## src/rtl/lcd_page_scheduler.sv

```systemverilog
// Shares the lcd_16x2 driver between an alarm page and a status page: fixed-priority
// arbitration, stable row latches, busy handshake, periodic re-send and a transfer watchdog.
module lcd_page_scheduler #(
  parameter int REFRESH_CYCLES = 500000,
  parameter int TIMEOUT_CYCLES = 200000,
  parameter int CNT_W          = 20
) (
  input  logic         clk_1MHz,
  input  logic         rst_n,
  input  logic         alarm_req,
  input  logic [127:0] alarm_row1,
  input  logic [127:0] alarm_row2,
  input  logic         status_req,
  input  logic [127:0] status_row1,
  input  logic [127:0] status_row2,
  input  logic         lcd_busy,
  output logic         lcd_ena,
  output logic [127:0] row1,
  output logic [127:0] row2,
  output logic         alarm_ack,
  output logic         status_ack,
  output logic         active_src,
  output logic         timeout_err
);

  localparam logic [CNT_W-1:0] REFRESH_LAST = CNT_W'(REFRESH_CYCLES - 1);
  localparam logic [CNT_W-1:0] TIMEOUT_LAST = CNT_W'(TIMEOUT_CYCLES - 1);
  localparam logic [127:0]     SPACES       = {16{8'h20}};

  typedef enum logic [1:0] {
    IDLE = 2'd0,
    ENA  = 2'd1,
    WAIT = 2'd2
  } state_t;

  state_t           state_q;
  logic             lcd_ena_q;
  logic [127:0]     row1_q;
  logic [127:0]     row2_q;
  logic             alarm_ack_q;
  logic             status_ack_q;
  logic             active_src_q;
  logic             timeout_err_q;
  logic             refresh_pending_q;
  logic [CNT_W-1:0] refresh_cnt_q;
  logic [CNT_W-1:0] timeout_cnt_q;

  logic             grant;
  logic             src_d;
  logic [127:0]     row1_d;
  logic [127:0]     row2_d;
  logic [CNT_W-1:0] refresh_cnt_d;
  logic [CNT_W-1:0] timeout_cnt_d;
  logic             refresh_last;
  logic             timeout_hit;

  // A refresh grant re-sends whichever source was captured last.
  always_comb begin
    grant         = 1'b0;
    src_d         = active_src_q;
    row1_d        = row1_q;
    row2_d        = row2_q;
    refresh_last  = (refresh_cnt_q == REFRESH_LAST);
    timeout_hit   = (timeout_cnt_q == TIMEOUT_LAST);
    refresh_cnt_d = refresh_last ? refresh_cnt_q : refresh_cnt_q + 1'b1;
    timeout_cnt_d = timeout_cnt_q + 1'b1;
    if (state_q == IDLE && !lcd_busy && (alarm_req || status_req || refresh_pending_q)) begin
      grant = 1'b1;
    end
    if (alarm_req) begin
      src_d = 1'b1;
    end else if (status_req) begin
      src_d = 1'b0;
    end
    row1_d = src_d ? alarm_row1 : status_row1;
    row2_d = src_d ? alarm_row2 : status_row2;
  end

  always_ff @(posedge clk_1MHz) begin
    if (!rst_n) begin
      state_q           <= IDLE;
      lcd_ena_q         <= 1'b0;
      row1_q            <= SPACES;
      row2_q            <= SPACES;
      alarm_ack_q       <= 1'b0;
      status_ack_q      <= 1'b0;
      active_src_q      <= 1'b0;
      timeout_err_q     <= 1'b0;
      refresh_pending_q <= 1'b0;
      refresh_cnt_q     <= '0;
      timeout_cnt_q     <= '0;
    end else begin
      alarm_ack_q  <= 1'b0;
      status_ack_q <= 1'b0;
      case (state_q)
        IDLE: begin
          if (grant) begin
            row1_q            <= row1_d;
            row2_q            <= row2_d;
            active_src_q      <= src_d;
            alarm_ack_q       <= alarm_req;
            status_ack_q      <= !alarm_req && status_req;
            lcd_ena_q         <= 1'b1;
            refresh_pending_q <= 1'b0;
            timeout_cnt_q     <= '0;
            state_q           <= ENA;
          end else begin
            refresh_cnt_q <= refresh_cnt_d;
            if (refresh_last) begin
              refresh_pending_q <= 1'b1;
            end
          end
        end
        ENA: begin
          if (timeout_hit) begin
            lcd_ena_q     <= 1'b0;
            timeout_err_q <= 1'b1;
            refresh_cnt_q <= '0;
            state_q       <= IDLE;
          end else begin
            timeout_cnt_q <= timeout_cnt_d;
            if (lcd_busy) begin
              lcd_ena_q <= 1'b0;
              state_q   <= WAIT;
            end
          end
        end
        WAIT: begin
          if (timeout_hit) begin
            lcd_ena_q     <= 1'b0;
            timeout_err_q <= 1'b1;
            refresh_cnt_q <= '0;
            state_q       <= IDLE;
          end else begin
            timeout_cnt_q <= timeout_cnt_d;
            if (!lcd_busy) begin
              refresh_cnt_q <= '0;
              state_q       <= IDLE;
            end
          end
        end
        default: begin
          lcd_ena_q <= 1'b0;
          state_q   <= IDLE;
        end
      endcase
    end
  end

  assign lcd_ena     = lcd_ena_q;
  assign row1        = row1_q;
  assign row2        = row2_q;
  assign alarm_ack   = alarm_ack_q;
  assign status_ack  = status_ack_q;
  assign active_src  = active_src_q;
  assign timeout_err = timeout_err_q;

endmodule

```

## config.mk

```make
export PLATFORM = sky130hd
export DESIGN_NAME = lcd_page_scheduler
export DESIGN_NICKNAME = d
export VERILOG_FILES = /design/src/rtl/lcd_page_scheduler.sv
export SDC_FILE = /design/constraint.sdc
export NUM_CORES = 1
export LEC_CHECK = 0
export CAP_MARGIN = 20
export CORE_AREA = 2 2 299 301
export DETAILED_ROUTE_END_ITERATION = 12
export DIE_AREA = 0 0 301 303
export PLACE_DENSITY_LB_ADDON = 0.25
export SYNTH_ARGS = -nofsm -noshare
export SYNTH_HDL_FRONTEND = slang
export SYNTH_SLANG_ARGS = --single-unit
```

## constraint.sdc

```tcl
create_clock -name clk_1MHz -period 2.9 [get_ports clk_1MHz]
set_input_delay 0.58 -clock clk_1MHz [delete_from_list [all_inputs] [get_ports clk_1MHz]]
set_output_delay 0.58 -clock clk_1MHz [all_outputs]
set_load 0.01 [all_outputs]
```

==> results of run 1 <==
## cells by family (layout without fill, tap and decap cells)
logic type               count (synthesis)  after routing
multiplexers                           256            256
flip-flops                             304            304
adder cells (fa/ha/maj)                  5              5
AO/OA/AOI/OAI                          352            352
XOR/XNOR                                 7              7
buffers and inverters                  145            924
other                                    0              2
AND/OR/NAND/NOR                        390            390
## area by class of cell
| cell class | instances | area [sq um] | share of cell area, % |
|---|---|---|---|
| Timing Repair Buffer | 848 | 8540 | 34.9 |
| Antenna cell | 2 | 5.00 | 0.0205 |
| Clock inverter | 8 | 80.1 | 0.328 |
| Tap cell | 1165 | 1460 | 5.96 |
| Sequential cell | 304 | 6090 | 24.9 |
| Inverter | 10 | 45.0 | 0.184 |
| Multi-Input combinational cell | 1010 | 7070 | 28.9 |
| Clock buffer | 58 | 1160 | 4.75 |
## sequential cells by signal, indices dropped and copies added, names as in the netlist, 2 cells and up
name / count
row1: 128
row2: 128
refresh_cnt_q: 20
timeout_cnt_q: 20
state_q: 2
## layout by cell type, fill, tap and decap left out, types with 7 or more instances in the layout
master,netlist,layout
buf_12,0,19
o21ai_1,11,11
a21oi_1,25,24
dfxtp_1,304,304
clkbuf_16,0,42
nand4_1,10,10
mux2i_1,256,256
o41ai_2,7,7
o21ai_0,10,10
or3_1,8,8
xnor2_1,7,7
o311ai_0,9,9
o311ai_1,8,8
buf_4,2,52
nand2_1,47,46
a211oi_1,225,225
or4_1,8,8
clkbuf_1,99,11
nor2_1,251,250
o211ai_1,33,33
clkdlybuf4s50_1,0,776
inv_1,10,9
nand3_1,16,16
## stage by stage
stage / cell area, sq um / cells
final: 24400 / 3405
after CTS: 24400 / 3403
after global routing: 24400 / 3404
after floorplan: 13700 / 1459
after global placement: 23200 / 3337
after detailed placement: 23200 / 3337
## layer usage
metal	track usage [%]	up-vias	wire, um
met5	0	-	65
met4	3.20	10	1210
met3	4.33	81	5080
met2	23.6	439	33000
met1	15.1	6522	25200
li1	-	6903	-
## power breakdown
part | internal [mW] | switching, mW | total, mW
registers | 4.55 | 0.209 | 4.76
logic | 1.84 | 1.47 | 3.31
clock network | 2.85 | 1.95 | 4.80
total | 9.24 | 3.62 | 12.9
## worst max path at each step
stage	start	to	slack, ns	cells past startpoint
floorplan	state_q[1]	refresh_cnt_q[14]	0.86	9
global placement	status_req	refresh_cnt_q[1]	0.25	7
detailed placement	lcd_busy	refresh_cnt_q[14]	0.26	7
CTS	state_q[0]	refresh_cnt_q[14]	0.58	8
global route	state_q[1]	timeout_cnt_q[3]	0.42	8
finish	state_q[1]	refresh_cnt_q[14]	0.59	8
==> results.md, run 1 <==
Outcome:
- The run finished with clean final reports.

Clock tree:
- The clock latency on the worst-skew pair is 0.56 ns.
- For this design, the sink count on the clock tree is 304.
- The total number of H-tree levels is 2.
- The CTS tree is yes.
- Clock tree synthesis inserted a total of 41 buffers.
- The maximum buffer depth of the clock tree is 3.
- The post-cts hold buffer count is 0.
- The cell sitting at the root of the clock tree is a clkbuf_16.
- Post-CTS repair changed the size of 0 cells.
- Clock-pin slew was measured on the worst setup and hold paths at 0.05 ns.
- The number of setup buffers added after CTS is 0.

Min path:
- The path class of the tightest hold or removal check is input port to flop.
- The path with the worst hold slack has its endpoint at lcd_ena.
- The hold path startpoint is rst_n.
- The hold-critical path depth is 2.

Global route:
- The initial antenna violation count came to 14.
- Summed over all layers, the global routing overflow is 0.
- Entering global routing, the biggest net connects 118 pins.
- The first global-routing pass estimated 91.0 mm of wire.
- The global-route total usage across every layer is 13.2%.
- The number of global-route vias before repair came to 14100.

Synthesis:
- The number of warnings issued by yosys is 0.
- In the synthesized netlist, mux cells make up 18.7% of the area.
- The combined area of all synthesized cells is 13700 sq um.
- The post-synthesis compound-gate area fraction is 19.1%.
- The largest family of logic cells by synthesized area is compound AO/OA/AOI/OAI gates.
- The number of distinct library cells after synthesis is 53.
- The sequential-to-total area share from yosys stat is 44.3%.
- dfxtp_1 takes more of the synthesized area than any other cell.
- Yosys mapped a number of flops with a built-in enable equal to 0.
- A synthesized cell averages 9.41 sq um.
- After synthesis, the largest area contributor takes up 44.3% of total cell area.
- After synthesis, the cell types taking the most area are dfxtp_1, mux2i_1, a211oi_1.
- The async set or reset register ratio after synthesis is 0%.
- After Yosys synthesis, XOR and XNOR cells account for 0.446% of the synthesized area.
- Summing the areas of all and, or, nand and nor instances in the mapped netlist gives 12.6% of the synthesized area.
- Synthesis handed over a netlist of 1459 instances.
- The fraction of the mapped netlist area in adder cells is 0.456%.
- Counting instances in the post-synthesis netlist gives the leading cell types as dfxtp_1, mux2i_1, nor2_1.
- In the post-synthesis netlist, the cell with the most instances is dfxtp_1.
- After synthesis the netlist holds a flip-flop and latch count of 304.
- Among all flip-flop cells after synthesis, the most frequent one is dfxtp_1.
- The total nets after synthesis is 1981.

Worst setup path:
- Traced cell by cell, the critical path runs through inv_1 -> ha_1 -> nor4b_1 -> and4_1 -> a21o_1 -> or3_1 -> buf_4 -> o41ai_2.
- The category of the critical setup timing path is flop to flop.
- The kind of end point of the critical path is a flop.
- The endpoint arrival time on the critical path is 2.77 ns.
- Together, buffers and inverters on the worst path number 2.
- The maximum fanout along the worst path is 9.
- On the critical path the largest part of the delay comes from simple AND/OR/NAND/NOR gates.
- The source of the worst register-to-register timing path is state_q[1].
- The slowest stage of the critical path is the dfxtp_1 cell.
- The kind of start point of the critical path is a flop.
- For this run, the slowest stage of the critical path takes 0.36 ns.
- The worst reg-to-reg path cell count is 8.
- The worst setup slack for register-to-register paths is 0.59 ns.
- The endpoint identified for the worst register-to-register timing path is refresh_cnt_q[14].
- The data required time at the worst endpoint is 3.35 ns.

Drt:
- After detailed routing, the number of vias per cell comes to 4.10.
- In this run the remaining antenna-violating nets after routing total 0.
- The routed design has 64.5 mm of wire.
- The first-pass iteration count of the detailed router is 4.
- The initial DRC count is 533.
- For this block, the via count after detailed routing is 14000.
- In the final routed layout, each cell accounts on average for 19.0 um.
- The remaining routing DRC violations is 0.

Placed design:
- At the end of routability-driven placement, the weighted congestion stood at 0.870.
- The count of input and output buffers is 777.
- After legalization and detailed placement, the total HPWL measured 51.1 mm.
- At the placement stage, the worst setup path has a slack of 0.259 ns.

STA:
- The final max-slew violation count came to 0.
- The tightest hold margin is 0.435 ns.
- Setup repair after global routing left no endpoint under its margin.
- The minimum period implied by the final worst setup slack is 2.31 ns.
- The final period utilization is 79.8%.
- The slew at the pin with the worst max-slew slack is 0.812 ns.
- Based on the critical path, the design can be clocked at up to 432 MHz.
- The clock skew after layout is 0.0204 ns.
- Once routing completed, OpenROAD measured the worst setup slack at 0.587 ns.
- Summed over all failing endpoints, the final setup total negative slack is 0 ns.
- Setup violations remaining at the end of the flow were counted as 0.
- The final hold violation count was 0.
- In this run the tightest slew margin relative to its limit is 45.4%.

Cells and area:
- In the final layout, the share of cells above drive strength 1 is 6.43%.
- The number of fillers in the final layout is 9299.
- Cells fill 27.8% of the core in the end.
- The area overhead of the layout relative to synthesis is 78.0%.
- After the last flow step, the layout net total stands at 2737.

Floorplan:
- Row generation in the floorplan step produced 109 rows.
- The core region is 88000 sq um.
- Measured along the y axis, the die boundary spans 303 um.
- The die is 301 um wide.
- The full die area is 91200 sq um.
- The initial cell density of the core is 15.6%.
- During I/O placement, the number of pins put on the boundary was 778.

Power:
- The maximum ir drop on the vdd rail is 0.000373 V.
- In this run the power density over the cells is 526 nW/um^2.
- The cell leakage power is 9.11 nW.
- The total chip power is 12.9 mW.

Run:
- The number of maximum-capacitance constraint violations is 0.
No activity file was read; power rests on OpenSTA's default activity.
==> inputs of run 2 (changes only) <==
clock period = 2.15 ns   (was 2.9 ns; I/O delays follow)
==> run 2 against run 1 <==
  * Final area grew 2.2%
  * Die area did not move
  * Combinational power grew 39%
  * Worst setup slack worse by 0.49 ns
  * Clock skew grew 0.0060 ns
  * Final cell count up 1.9%
  * Core utilization rose by 0.60 points
  * Clock power grew 32%
  * Register-to-register slack worse by 0.49 ns
==> results.md, run 2 (same netlist as run 1, synthesis figures left out) <==
Cells and area:
- The library cells used most frequently in the layout, excluding fill and tap cells, are clkdlybuf4s50_1, dfxtp_1, mux2i_1.
- The leading cell type in the layout, fill and taps excluded is clkdlybuf4s50_1.
- The area overhead of the layout relative to synthesis is 81.9%.
- The post-layout instance area came to 25000 sq um (+2.2%).
- The proportion of layout cells with a drive suffix above 1 is 9.10% (+2.7 points).
- The total number of nets in the final design was 2792 (+2.0%).

STA:
- Setup repair after global routing left no endpoint under its margin.
- The slew at the pin with the worst max-slew slack came to 0.537 ns (-0.275 ns).
- The final hold violation count came to 0 (unchanged).
- The total negative slack for setup checks came to 0 ns (unchanged).
- The final max-slew violation count is 0 (unchanged).
- The final period utilization is 95.5% (+16 points).
- The minimum period implied by the final worst setup slack is 2.05 ns (-0.259 ns).
- The final-report setup violation count is 0 (unchanged).
- The maximum achievable frequency is 487 MHz (+13%).
- The relative max-transition margin is 64.0% (+19 points).
- The clock skew after layout is 0.0264 ns (+0.00596 ns).

Worst setup path:
- The kind of start point of the critical path is a flop.
- The largest individual stage delay along the critical path comes from the cell or4b_1.
- The maximum fanout along the worst path is 14 (+5).
- The endpoint arrival time on the critical path came to 2.54 ns (-0.23 ns).
- The kind of end point of the critical path is a flop.
- The number of buffers and inverters on the critical path was 1 (-1).
- The critical path is of the flop to flop type.
- The data required time at the worst endpoint was 2.63 ns (-0.72 ns).
- The category of cells accounting for the largest share of critical-path delay is simple AND/OR/NAND/NOR gates.
- The maximum single-stage delay on the critical path is 0.48 ns (+0.12 ns).
- Walking the worst path, the cells encountered are ha_1 -> and3_1 -> and4_4 -> a21o_1 -> buf_4 -> or4b_1 -> a21oi_1.

Clock tree:
- The clock sink total came to 304 (unchanged).
- The clock slew seen by the registers of the worst setup and hold paths came to 0.05 ns (about the same).
- The CTS tree is yes.
- The total number of H-tree levels is 2 (unchanged).
- The maximum buffer depth of the clock tree is 3 (unchanged).
- The cell sitting at the root of the clock tree is a clkbuf_16.
- The clock latency on the worst-skew pair was 0.56 ns (about the same).
- The number of buffers created by CTS is 40 (-2.4%).

Power:
- The areal power density over the cells is 696 nW/um^2 (+32%).
- The cell leakage power is 9.42 nW (+3.5%).
- The total chip power is 17.4 mW (+35%).
- The maximum ir drop on the vdd rail is 0.000395 V (+5.7%).

Drt:
- The total length of routed wires was 65.4 mm (+1.4%).
- The residual antenna-violating net count after detailed routing is 0 (unchanged).
- The total number of vias is 14300 (+2.1%).
- The routed wire length per instance is 18.9 um (-0.48%).
- The first-pass iteration count of the detailed router came to 5 (+1).
- The mean number of vias per cell came to 4.11 (+0.29%).
- The initial DRC count came to 624 (+17%).
- The remaining routing DRC violations is 0 (unchanged).

Placed design:
- The count of input and output buffers was 777 (unchanged).
- The HPWL after detailed placement is 52.4 mm (+2.4%).
- The area after detailed placement is 23700 sq um (+2.1%).
- The global placement routability congestion is 0.868 (-0.25%).

Floorplan:
- The die span in y is 303 um (unchanged).
- The initial cell density of the core is 15.6% (unchanged).
- The site row count is 109 (unchanged).
- The horizontal die dimension is 301 um (unchanged).
- The number of top-level design ports was 778 (unchanged).
- The floorplan core area is 88000 sq um (unchanged).
- The full die area is 91200 sq um (unchanged).

Global route:
- The number of global-route vias before repair is 14200 (+0.70%).
- The largest net degree at the start of global routing is 72 (-39%).
- The initial antenna violation count was 14 (unchanged).
- The first-pass GRT wire length is 91.6 mm (+0.64%).
- The global-route total usage across every layer is 13.4% (+0.16 points).
- The total congestion overflow is 0 (unchanged).

Min path:
- The worst hold path belongs to the class input port to flop.

Outcome:
- The run finished with clean final reports.

Run:
- The number of maximum-capacitance constraint violations came to 0 (unchanged).
## run 2: metrics by stage
stage	util, %	setup slack, ns	hold slack, ns	instances
final	28.4	0.0957	0.370	3468
after global routing	28.4	0.00364	0.384	3467
after CTS	28.3	0.00372	0.345	3459
after detailed placement	26.9	-0.204	0.472	3391
after global placement	26.9	-0.248	0.464	3391
after floorplan	-	0.114	0.452	1459
## run 2: where the power goes
part	switching, mW	leakage [nW]	internal, mW
sequential	0.280	2.51	6.14
combinational	2.01	6.32	2.60
clock	2.65	0.600	3.69
total	4.95	9.42	12.4
## run 2: final cells by class
cell class              instances  area [sq um]
fillers                      9275         63000
repair buffers                904          9040
multi-input cells            1010          7120
flip-flops and latches        304          6090
well taps                    1165          1460
clock buffers                  60          1160
clock inverters                 8          55.1
inverters                      10          45.0
diodes                          7          17.5
## run 2: final timing paths
| path | endpoint | cells after the start | start | slack, ns |
|---|---|---|---|---|
| max | refresh_cnt_q[1] | 7 | refresh_cnt_q[0] | 0.1 |
| min | timeout_err | 3 | rst_n | 0.37 |
| max reg2reg | refresh_cnt_q[1] | 7 | refresh_cnt_q[0] | 0.1 |
| min reg2reg | row2[77] | 2 | row2[77] | 0.48 |
## run 2: tightest hold or removal path, stage by stage
cell    delay, ns
buf_2        0.18
inv_8        0.13
nor2_1       0.14
## run 2: repair_timing
item                       in CTS  in global routing
buffers inserted                0                  2
pin swaps                       0                  2
setup endpoints to repair       8                 30
hold buffers                    0                  0
gates resized for setup         2                 10
## run 2: metal layers
metal,vias to the layer above,routed length (um),GRT usage (%)
met5,-,30,0
met4,4,1730,4.61
met3,80,5740,4.83
met2,488,33100,23.3
met1,6651,24800,15.0
li1,7032,-,-
==> inputs of run 3 (changes only) <==
PLACE_DENSITY_LB_ADDON = 0.15   (was 0.25)
==> run 3 against run 2 <==
  * Combinational power up 4%
  * Register-to-register slack about the same
  * Final area up 1.6%
  * Fmax down 0.90%
  * Sequential power about the same
  * Worst hold slack worse by 0.061 ns
  * Worst setup slack worse by 0.019 ns
  * Flip-flop and latch count unchanged
  * Power up 3.3%
==> results.md, run 3 (same netlist as run 1, synthesis figures left out) <==
STA:
- The slew at the pin with the worst max-slew slack is 0.581 ns (+0.0444 ns).
- The minimum period implied by the final worst setup slack is 2.07 ns (+0.0186 ns).
- The setup slack of the critical path after layout is 0.0771 ns (-0.0186 ns).
- The tightest hold margin is 0.309 ns (-0.0612 ns).
- The maximum achievable frequency came to 482 MHz (-0.90%).
- The final max-slew violation count was 0 (unchanged).
- The final-report setup violation count came to 0 (unchanged).
- The clock skew after layout is 0.0203 ns (-0.00612 ns).
- The relative max-transition margin is 60.1% (-3.8 points).
- The final period utilization came to 96.4% (+0.86 points).
- The final hold violation count is 0 (unchanged).

Floorplan:
- The die span in y is 303 um (unchanged).
- The site row count is 109 (unchanged).
- The floorplan core area is 88000 sq um (unchanged).
- The number of top-level design ports came to 778 (unchanged).
- The initial cell density of the core is 15.6% (unchanged).
- The full die area is 91200 sq um (unchanged).
- The horizontal die dimension was 301 um (unchanged).

Global route:
- The number of global-route vias before repair is 14700 (+3.4%).
- The total congestion overflow was 0 (unchanged).
- The first-pass GRT wire length is 95.5 mm (+4.2%).
- The met3 track demand over resource in global routing is 4.81% (-0.021 points).
- The global-route track usage on met2 is 24.9% (+1.6 points).
- met2 is the most crowded layer.
- The initial antenna violation count came to 15 (+1).
- The global-route track usage on met1 came to 15.5% (+0.51 points).
- The global-route total usage across every layer is 14.1% (+0.70 points).
- The largest net degree at the start of global routing is 82 (+14%).

Run:
- The number of maximum-capacitance constraint violations is 0 (unchanged).

Placed design:
- The global placement routability congestion is 0.809 (-6.8%).
- The count of input and output buffers was 777 (unchanged).
- The HPWL after detailed placement is 55.1 mm (+5.2%).
- The pre-CTS setup slack is -0.506 ns (-0.302 ns).

Drt:
- The total length of routed wires was 68.5 mm (+4.8%).
- The residual antenna-violating net count after detailed routing is 0 (unchanged).
- The routed wire length per instance came to 19.6 um (+3.9%).
- The remaining routing DRC violations is 0 (unchanged).
- The total number of vias is 14300 (+0.11%).
- The mean number of vias per cell is 4.08 (-0.72%).
- The first-pass iteration count of the detailed router is 4 (-1).
- The initial DRC count is 431 (-31%).

Power:
- The combinational group share of total power is 26.8% (+0.3 points).
- The design internal power is 12.9 mW (+3.6%).
- The maximum ir drop on the vdd rail is 0.000343 V (-13%).
- The sequential power share is 35.8% (-1.1 points).
- The net switching power was 5.06 mW (+2.3%).
- The total chip power came to 17.9 mW (+3.3%).
- The areal power density over the cells was 707 nW/um^2 (+1.6%).
- The cell leakage power is 9.65 nW (+2.4%).
- The switching fraction of total power is 28.2% (-0.26 points).
- The proportion of power drawn by the clock network came to 37.5% (+1.0 points).

Clock tree:
- The post-cts hold buffer count is 0 (unchanged).
- The number of buffers created by CTS is 41 (+2.5%).
- In this run the clock root is driven by a clkbuf_16.
- The total number of H-tree levels is 2 (unchanged).
- The CTS tree is yes.
- The clock slew seen by the registers of the worst setup and hold paths is 0.05 ns (about the same).
- The clock latency on the worst-skew pair was 0.56 ns (about the same).
- The clock sink total came to 304 (unchanged).
- The maximum buffer depth of the clock tree is 3 (unchanged).

Worst setup path:
- Following the worst setup path forward leads to its endpoint at row2[112].
- The critical path is of the input port to flop type.
- The worst setup slack for register-to-register paths is 0.09 ns (about the same).
- The worst setup path is launched from an input port.
- The maximum fanout along the worst path was 13 (-1).
- The worst reg-to-reg path cell count is 7 (unchanged).
- The startpoint identified for the worst register-to-register timing path is refresh_cnt_q[0].
- In this run the critical register-to-register path is captured at refresh_cnt_q[14].
- The data required time at the worst endpoint is 2.58 ns (-0.05 ns).
- Tracing the worst setup path back leads to its startpoint at status_req.
- The kind of end point of the critical path is a flop.
- The endpoint arrival time on the critical path is 2.50 ns (-0.04 ns).

Outcome:
- The run finished with clean final reports.

Cells and area:
- Leaving out fill and tap cells, the most frequent cell in the layout is clkdlybuf4s50_1.
- In the layout the commonest cells are clkdlybuf4s50_1, dfxtp_1, mux2i_1.
- The total number of nets in the final design came to 2826 (+1.2%).
- The proportion of layout cells with a drive suffix above 1 was 10.8% (+1.7 points).
- Compared with the post-synthesis result, the final layout area differs by 84.8%.

Min path:
- The worst hold path belongs to the class input port to flop.
[run 3: cell count changes in the layout (fill, tap and decap cells not counted), sizes merged]
cell	delta
buf	+32
bufinv	+1
clkbuf	-1
clkinv	-4
inv	+1
[run 3: area by class of cell]
| class | instances | area, sq um |
|---|---|---|
| Antenna cell | 7 | 17.5 |
| Clock buffer | 58 | 1230 |
| Clock inverter | 6 | 62.6 |
| Fill cell | 9293 | 62600 |
| Inverter | 10 | 45.0 |
| Multi-Input combinational cell | 1010 | 7130 |
| Sequential cell | 304 | 6090 |
| Tap cell | 1165 | 1460 |
| Timing Repair Buffer | 937 | 9350 |
[run 3: timing repair]
| item | CTS | global route |
|---|---|---|
| endpoints found under the setup margin | 15 | 31 |
| resized for setup | 2 | 17 |
| setup buffers | 0 | 1 |
| pin swaps | 0 | 2 |
| gates cloned | 0 | 1 |
[run 3: layer usage]
| layer | routed length (um) | part of all wire, % |
|---|---|---|
| met4 | 2220 | 3.2 |
| met1 | 25900 | 38 |
| met2 | 35000 | 51 |
| met5 | 52 | 0.076 |
| met3 | 5420 | 7.9 |
[run 3: worst min-delay path by stage]
stage,from,end,slack (ns),cells past startpoint
after floorplan,timeout_cnt_q[5],timeout_cnt_q[5],0.45,2
after CTS,rst_n,timeout_cnt_q[8],0.26,3
after global placement,row2[53],row2[53],0.47,2
after detailed placement,timeout_err,timeout_err,0.47,2
final,rst_n,timeout_cnt_q[8],0.31,3
after global routing,rst_n,timeout_cnt_q[8],0.30,3
[run 3: worst max-delay path, cell delays in order]
cell,delay [ns]
clkdlybuf4s50_1,0.53
inv_1,0.10
a21oi_4,0.24
buf_12,0.19
buf_12,0.17
mux2i_1,0.53
buf_4,0.20
a211oi_1,0.06
[run 3: power by group through the flow]
stage / clock network (mW) / registers [mW] / logic [mW]
3_3_place_gp: 0 / 6.51 / 4.81
4_1_cts: 7.03 / 6.42 / 4.84
3_5_place_dp: 0 / 6.53 / 4.82
5_1_grt: 7.21 / 6.48 / 5.17
2_1_floorplan: 0 / 6.73 / 1.58
6_report: 6.73 / 6.42 / 4.80
[run 3: stage by stage]
stage / util, % / instances / area, sq um / TNS [ns]
2_1_floorplan: - / 1459 / 13700 / 0
3_3_place_gp: 27.2 / 3424 / 24000 / -42.38
3_5_place_dp: 27.2 / 3424 / 24000 / -39.85
4_1_cts: 28.7 / 3488 / 25300 / 0
5_1_grt: 28.8 / 3496 / 25400 / -0.0280
6_report: 28.9 / 3497 / 25400 / 0
